File: config.mk
export PLATFORM = sky130hd
export DESIGN_NAME = ksa_shuffle_fsm_flat
export DESIGN_NICKNAME = d
export VERILOG_FILES = /design/src/rtl/ksa_shuffle_fsm_if.sv /design/src/rtl/ksa_shuffle_fsm.sv /design/src/flat_wrapper.sv
export SDC_FILE = /design/constraint.sdc
export NUM_CORES = 1
export LEC_CHECK = 0
export ABC_AREA = 1
export CAP_MARGIN = 20
export CELL_PAD_IN_SITES_DETAIL_PLACEMENT = 0
export CELL_PAD_IN_SITES_GLOBAL_PLACEMENT = 1
export CORE_AREA = 2 2 89 91
export DETAILED_ROUTE_END_ITERATION = 10
export DIE_AREA = 0 0 91 93
export PLACE_DENSITY_LB_ADDON = 0.1
export SETUP_SLACK_MARGIN = 0.1
export SLEW_MARGIN = 30
export SYNTH_ARGS = -nofsm -noshare
export SYNTH_HDL_FRONTEND = slang
export SYNTH_SLANG_ARGS = --single-unit
File: constraint.sdc
create_clock -name clk -period 3.6 [get_ports clk]
set_input_delay 0.72 -clock clk [delete_from_list [all_inputs] [get_ports clk]]
set_output_delay 0.72 -clock clk [all_outputs]
set_load 0.01 [all_outputs]
File: src/rtl/ksa_shuffle_fsm_if.sv
// rtl/ksa_shuffle_fsm_if.sv - S-memory port between the KSA shuffle worker and the memory mux
//
// Purpose: bundles the single-port S-memory signals driven by the shuffle worker.
// Signals:
//   address  8  S-memory address          (master -> slave)
//   data     8  S-memory write data       (master -> slave)
//   wren     1  S-memory write enable     (master -> slave)
//   q        8  S-memory read data        (slave -> master), synchronous read
interface ksa_shuffle_fsm_if;
   logic [7:0] address;
   logic [7:0] data;
   logic       wren;
   logic [7:0] q;

   modport master (output address, output data, output wren, input q);
   modport slave  (input address, input data, input wren, output q);
endinterface

File: src/rtl/ksa_shuffle_fsm.sv
// rtl/ksa_shuffle_fsm.sv - RC4 key-scheduling (shuffle) worker
//
// Purpose: on a start pulse, runs the RC4 KSA over a 256x8 S-memory that
// already holds S[n]=n: for i = 0..255, j += S[i] + key[i mod KEY_BYTES],
// then swap S[i] and S[j]. Ends with a one-cycle finish pulse.
// Ports:
//   clk         1             rising-edge clock
//   reset_n     1             asynchronous active-low reset
//   start       1             run request, sampled only in IDLE
//   secret_key  8*KEY_BYTES   key, byte 0 in the most significant byte
//   finish      1             one-cycle done pulse
//   mem         interface     S-memory port (address/data/wren out, q in)
module ksa_shuffle_fsm #(
   parameter int KEY_BYTES = 3
) (
   input  logic                   clk,
   input  logic                   reset_n,
   input  logic                   start,
   input  logic [8*KEY_BYTES-1:0] secret_key,
   output logic                   finish,
   ksa_shuffle_fsm_if.master      mem
);

   localparam int KW = (KEY_BYTES > 1) ? $clog2(KEY_BYTES) : 1;
   localparam logic [KW-1:0] K_LAST = KW'(KEY_BYTES - 1);

   typedef enum logic [3:0] {
      IDLE, RD_SI, WAIT_SI, LATCH_SI, RD_SJ, WAIT_SJ, LATCH_SJ,
      WR_SI, WR_SJ, INC, DONE
   } state_t;

   state_t        state, state_d;
   logic [7:0]    i, j, si, sj;
   logic [7:0]    i_d, j_d, si_d, sj_d;
   logic [KW-1:0] k, k_d;
   logic [7:0]    key_byte;

   logic [7:0]    address_r, data_r, address_d, data_d;
   logic          wren_r, wren_d, finish_r, finish_d;

   // Key byte k, counted from the most significant byte of secret_key.
   always_comb begin
      key_byte = '0;
      for (int b = 0; b < KEY_BYTES; b++) begin
         if (k == KW'(b)) begin
            key_byte = secret_key[8*(KEY_BYTES-1-b) +: 8];
         end
      end
   end

   // State and datapath registers, plus the registered outputs.
   always_ff @(posedge clk or negedge reset_n) begin
      if (!reset_n) begin
         state     <= IDLE;
         i         <= '0;
         j         <= '0;
         k         <= '0;
         si        <= '0;
         sj        <= '0;
         address_r <= '0;
         data_r    <= '0;
         wren_r    <= 1'b0;
         finish_r  <= 1'b0;
      end else begin
         state     <= state_d;
         i         <= i_d;
         j         <= j_d;
         k         <= k_d;
         si        <= si_d;
         sj        <= sj_d;
         address_r <= address_d;
         data_r    <= data_d;
         wren_r    <= wren_d;
         finish_r  <= finish_d;
      end
   end

   // Next state and next datapath values.
   always_comb begin
      state_d = state;
      i_d     = i;
      j_d     = j;
      k_d     = k;
      si_d    = si;
      sj_d    = sj;
      case (state)
         IDLE: begin
            if (start) begin
               i_d     = '0;
               j_d     = '0;
               k_d     = '0;
               state_d = RD_SI;
            end
         end
         RD_SI:    state_d = WAIT_SI;
         WAIT_SI:  state_d = LATCH_SI;
         LATCH_SI: begin
            si_d    = mem.q;
            j_d     = j + mem.q + key_byte;
            state_d = RD_SJ;
         end
         RD_SJ:    state_d = WAIT_SJ;
         WAIT_SJ:  state_d = LATCH_SJ;
         LATCH_SJ: begin
            sj_d    = mem.q;
            state_d = WR_SI;
         end
         WR_SI:    state_d = WR_SJ;
         WR_SJ:    state_d = INC;
         INC: begin
            if (i == 8'hFF) begin
               state_d = DONE;
            end else begin
               i_d     = i + 8'd1;
               k_d     = (k == K_LAST) ? '0 : k + KW'(1);
               state_d = RD_SI;
            end
         end
         DONE:     state_d = IDLE;
         default:  state_d = IDLE;
      endcase
   end

   // Outputs are decoded from the next state and next register values so
   // that, once registered, they line up with the state they belong to.
   always_comb begin
      address_d = '0;
      data_d    = '0;
      wren_d    = 1'b0;
      finish_d  = 1'b0;
      case (state_d)
         RD_SI, WAIT_SI, LATCH_SI: address_d = i_d;
         RD_SJ, WAIT_SJ, LATCH_SJ: address_d = j_d;
         WR_SI: begin
            address_d = i_d;
            data_d    = sj_d;
            wren_d    = 1'b1;
         end
         WR_SJ: begin
            address_d = j_d;
            data_d    = si_d;
            wren_d    = 1'b1;
         end
         INC:      address_d = j_d;
         DONE:     finish_d  = 1'b1;
         default:  address_d = '0;
      endcase
   end

   assign mem.address = address_r;
   assign mem.data    = data_r;
   assign mem.wren    = wren_r;
   assign finish      = finish_r;

endmodule

File: src/flat_wrapper.sv
// flat-port wrapper written by rule: the top's interface ports become plain ports
module ksa_shuffle_fsm_flat 
#(
   parameter int KEY_BYTES = 3
)
  (clk, reset_n, start, secret_key, finish, mem_address, mem_data, mem_wren, mem_q);
  ksa_shuffle_fsm_if mem_i ();
  input  logic clk;
  input  logic reset_n;
  input  logic start;
  input  logic [8*KEY_BYTES-1:0] secret_key;
  output logic finish;
  output wire logic [$bits(mem_i.address)-1:0] mem_address;
  output wire logic [$bits(mem_i.data)-1:0] mem_data;
  output wire logic [$bits(mem_i.wren)-1:0] mem_wren;
  input wire logic [$bits(mem_i.q)-1:0] mem_q;
  assign mem_address = mem_i.address;
  assign mem_data = mem_i.data;
  assign mem_wren = mem_i.wren;
  assign mem_i.q = mem_q;
  ksa_shuffle_fsm #(.KEY_BYTES(KEY_BYTES)) u_core (.clk(clk), .reset_n(reset_n), .start(start), .secret_key(secret_key), .finish(finish), .mem(mem_i));
endmodule
[Word-level counts from Yosys, hierarchy flattened]
Index checks and enable logic that the tools add are counted.
Storage, ports and cells
  flip-flop bits (word level): 56
  input bits: 35
  output and inout port bits: 18
  logic and storage cells: 66
Operators by class
  add/subtract/negate cells: 4
  equality and inequality tests: 24
  multiplexer cells: 21
  reductions and logical operators: 7
Operators by type and width (number)
  2-to-1 mux 8 bit: 8
  case mux 8 bit (2 select lines): 4
  case mux 4 bit (10 select lines): 1
  equality test 4 x 3 -> 1 bit, second input constant: 8
  equality test 4 bit, second input constant: 5
  adder 8 bit: 2
  equality test 4 x 2 -> 1 bit, second input constant: 4
  adder 8 x 1 -> 8 bit, second input constant: 1
  equality test 4 x 1 -> 1 bit, second input constant: 2
  equality test 8 bit, second input constant: 1
  2-to-1 mux 4 bit: 2
  2-to-1 mux 2 bit: 3
  OR reduction 5 bit: 1
  zero test 4 bit: 1
  != test 2 bit, second input constant: 2
  case mux 2 bit (2 select lines): 1
  OR reduction 4 bit: 1
  AND reduction 3 bit: 1
  adder 2 x 1 -> 2 bit, second input constant: 1
  equality test 2 x 1 -> 1 bit, second input constant: 1
  equality test 2 bit, second input constant: 1
  zero test 2 bit: 1
  2-to-1 mux 1 bit: 2
  nonzero test 2 bit: 1
  OR reduction 2 bit: 1

[Depth between registers and ports, before layout]
  depth in word-level cells: 7
  mapped depth: 18
  depth with buffers taken out: 18

[Least setup slack after synthesis]
No wires, ideal clock.
  path type: input port to flip-flop
  start point: in secret_key[9]
  end point: reg u_core.address_r[7], in the netlist u_core.mem.address[7]
  library setup time: 0.117 ns
  arrival time: 2.694 ns
  data required time: 3.483 ns
  path slack: 0.789 ns
  cell stages on the path: 16
  path buffers: 0
  cell sequence: inv_1 > nor2_1 > a221oi_1 > fa_1 > inv_1 > ha_1 > inv_1 > fa_1 > nor3_1 > nor2_1 > inv_1 > nand2_1 > nand3_1 > nand2_1 > nand2_1 > nand2_1
Between the ends
  word-level cells in the longest chain between the ends: 5
RTL lines
  start: declaration: line flat_wrapper.sv:11  | input logic [8*KEY_BYTES-1:0] secret_key;
  2-to-1 mux 8 bit (2 in a row): line ksa_shuffle_fsm.sv:45  | if (k == KW'(b)) begin
  adder 8 bit: line ksa_shuffle_fsm.sv:99  | j_d = j + mem.q + key_byte;
  case mux 8 bit (2 select lines): line ksa_shuffle_fsm.sv:86  | case (state)
  named net u_core.j_d[7]: line ksa_shuffle_fsm.sv:34  | logic [7:0] i_d, j_d, si_d, sj_d;
  case mux 8 bit (2 select lines): line ksa_shuffle_fsm.sv:131  | case (state_d)
  named net u_core.address_d[7]: line ksa_shuffle_fsm.sv:38  | logic [7:0] address_r, data_r, address_d, data_d;
  end signal: assignment: line ksa_shuffle_fsm.sv:71  | address_r <= address_d;
  end: declaration: line ksa_shuffle_fsm.sv:38
The timed path passes the listed nets, and every way through them passes these cells.
A chain may end at the register's enable or synchronous reset.

[Worst setup path in the final report]
Same ends and word-level chain as after synthesis.

==> impl_metrics.yaml <==
status:
  status: "completed"
sta:
  relSlewSlack_pct: 60.32
  finClkSkew_ns: 0.008466
  layout_worst_path_cycle_share_pct: 88.92
  drv_slew: 0
  finalHoldViolations: 0
  fin_crit_ns: 3.201
  max_slew.worst_pin.slew_ns: 0.5951
  setup_slack_ns: 0.3990
  holdWs_ns: 0.3679
  setup_viol: 0
  rsz0062_at_grt: "false"
  max_freq_mhz: 312.4
  fin_setup_tns_ns: 0
floorplanning:
  die_x_um: 91
  core-area_mm2: 0.007527
  die_h_um: 93
  ios: 53
  rows: 32
  dieArea_mm2: 0.008463
  start_util_pct: 37.03
power:
  p_leak_uw: 0.001769
  powerDensity_mw_per_mm2: 794.5
  irDropWorstVdd_v: 0.0003492
job:
  drv_cap: 0
clocking:
  ctsHoldBuffers: 0
  clockBufferDepth: 2
  root_buffer: "clkbuf_8"
  htreeDepth: 2
  cts.sinks: 48
  cts_buffers: 5
  path_clk_slew_ns: 0.09
  clk_latency_ns: 0.30
  cts_tree: "built"
  post_cts_buffers: 0
  cts_resized: 0
place:
  dpl_worst_slack_ns: 0.1155
  portBuffers: 52
  gp_congestion: 0.8615
  dpl.hpwl_mm: 5.377
grt:
  use_met2_pct: 28.15
  use_met3_pct: 2.337
  grt_first_pass_wirelength_mm: 11.40
  antenna_found_initial: 0
  track_usage_pct: 17.16
  grt_pass1_vias: 2289
  grt_max_degree: 39
  met1_usage_pct: 24.20
  top_usage_layer: "met2"
  grt_overflow: 0
final_layout:
  area_growth_syn_to_layout_pct: 26.53
  layout-drive-gt1-share_pct: 10.61
  num-nets-final: 445
  diodes: 0
drt:
  dr_total_vias: 2359
  routed_wl_mm: 6.734
  drtPass1Iterations: 4
  first_iter_violations: 113
  ant_nets: 0
  routed_via_density: 4.737
  wire_per_inst_um: 13.52
  drc_errors: 0
worst_setup_path:
  cp_max_fo: 3
  rr_endpoint: "u_core.mem.address[7]"
  cp_data_required_time_ns: 3.79
  rrSetupSlack_ns: 0.50
  criticalPathCategory: "primary input to flop"
  cp-start-kind: "primary input"
  worstSetupEndpointType: "flop"
  cp-endpoint: "u_core.mem.address[7]"
  r2r_cells: 16
  rr_startpoint: "u_core.k[1]"
  cp-startpoint: "secret_key[9]"
  worstPathArrival_ns: 3.39
yosys:
  syn_area_per_cell_um2: 8.248
  yosysTopAreaCell: "dfrtp_1"
  synth_cell_types: 36
  synth-seq-cells: 48
  synth_area_mm2: 0.002788
  async_flop_share_pct: 100.0
  syn_nets: 388
  yosysMostFrequentCell: "nand2_1"
  synth_edf_count: 0
  yosysSeqAreaShare_pct: 43.09
  synth_top_cell_area_share_pct: 43.09
  ys.warnings.count: 0
  synth_area_leaders: "dfrtp_1 (43%), nand2_1 (13%), inv_1 (6.7%), fa_1 (5.7%), ha_1 (3.1%)"
  synthFlopType: "dfrtp_1"
  synth_cells: 338
  synth.cells.most_frequent: "nand2_1 (100), inv_1 (50), dfrtp_1 (48)"
min_path:
  hold_class: "primary input to asynchronous set/reset pin"
## kinds of logic after synthesis
logic type / synth area share [%]
DFF: 43.09
buffers and inverters: 8.573
xor gates and xnor gates: 0.6285
and+or+nand+nor: 25.81
adders and majority gates: 8.887
AOI/OAI and AO/OA: 13.02
## flip-flops by register name (all words and copies together), names as in the netlist
name and count:
u_core.k 2, u_core.state 4, u_core.mem.wren 1, u_core.i 8, u_core.si 8, u_core.j 8, u_core.finish 1, u_core.mem.address 8
u_core.mem.data 8
## report_power, final
part           leakage (µW)  switching [µW]  internal (µW)
logic               0.00109             999            630
clock network     0.0000445             187            157
registers          0.000637             112            718
total               0.00177            1300           1500
## metal layers
layer | wire length (µm) | share of wire, %
met1 | 3312 | 49
met2 | 3049 | 45
met3 | 317 | 4.7
met4 | 55 | 0.82
met5 | 0 | 0
## cell usage in the layout, fill, tap and decap left out, types with 2 or more instances in the layout
cell | synthesis | final
nand2_1 | 100 | 100
clkdlybuf4s50_1 | 0 | 51
inv_1 | 50 | 50
dfrtp_1 | 48 | 48
nor2_1 | 18 | 18
nand3_1 | 15 | 15
o21ai_0 | 13 | 13
o21ai_1 | 11 | 11
fa_1 | 8 | 8
ha_1 | 7 | 7
inv_2 | 6 | 6
a21oi_1 | 6 | 6
clkbuf_8 | 0 | 6
nand2_2 | 5 | 5
nor2_2 | 5 | 5
o21ai_2 | 4 | 4
a221oi_1 | 4 | 4
o22ai_1 | 4 | 4
buf_4 | 0 | 4
nand3_4 | 3 | 3
o211ai_1 | 3 | 3
o221ai_1 | 3 | 3
nand2_4 | 2 | 2
nand4_1 | 2 | 2
o31ai_1 | 2 | 2
nor3_1 | 2 | 2
o22ai_2 | 2 | 2
## how the worst min path moves through the flow
stage | start | endpoint | slack, ns | cells after the start
after global placement | u_core.si[4] | u_core.si[4] | 0.48 | 2
after floorplan | reset_n | u_core.finish | 0.42 | 0
after global routing | reset_n | u_core.state[1] | 0.41 | 1
after detailed placement | u_core.si[2] | u_core.si[2] | 0.49 | 2
after CTS | u_core.si[3] | u_core.si[3] | 0.51 | 2
final | reset_n | u_core.state[1] | 0.37 | 1
## critical path, cell delays in order
cell and delay, ns:
clkdlybuf4s50_1 0.39, inv_1 0.05, nor2_1 0.03, a221oi_1 0.38, fa_1 0.49, inv_1 0.06, ha_1 0.16, inv_1 0.07
fa_1 0.42, nor3_1 0.20, nor2_1 0.09, inv_1 0.05, nand2_1 0.04, nand3_1 0.06, nand2_1 0.07, nand2_1 0.06
nand2_1 0.05
## through the flow
step	util, %	total power (µW)	instance area [µm²]	instances
finish	46.86	2802	3527	498
global route	46.86	3097	3527	498
CTS	46.83	2840	3525	498
detailed placement	45.58	2480	3431	490
global placement	45.58	2472	3431	490
floorplan	-	1988	2788	338
## final cells by class
type                    count  area [µm²]
clock buffers               7       86.33
clock inverters             1       7.507
fillers                   789        4000
inverters                  57       216.5
multi-input cells         228        1348
flip-flops and latches     48        1201
well taps                 102       127.6
repair buffers             55       540.5
Note: power is estimated with default switching activity, not from simulation.
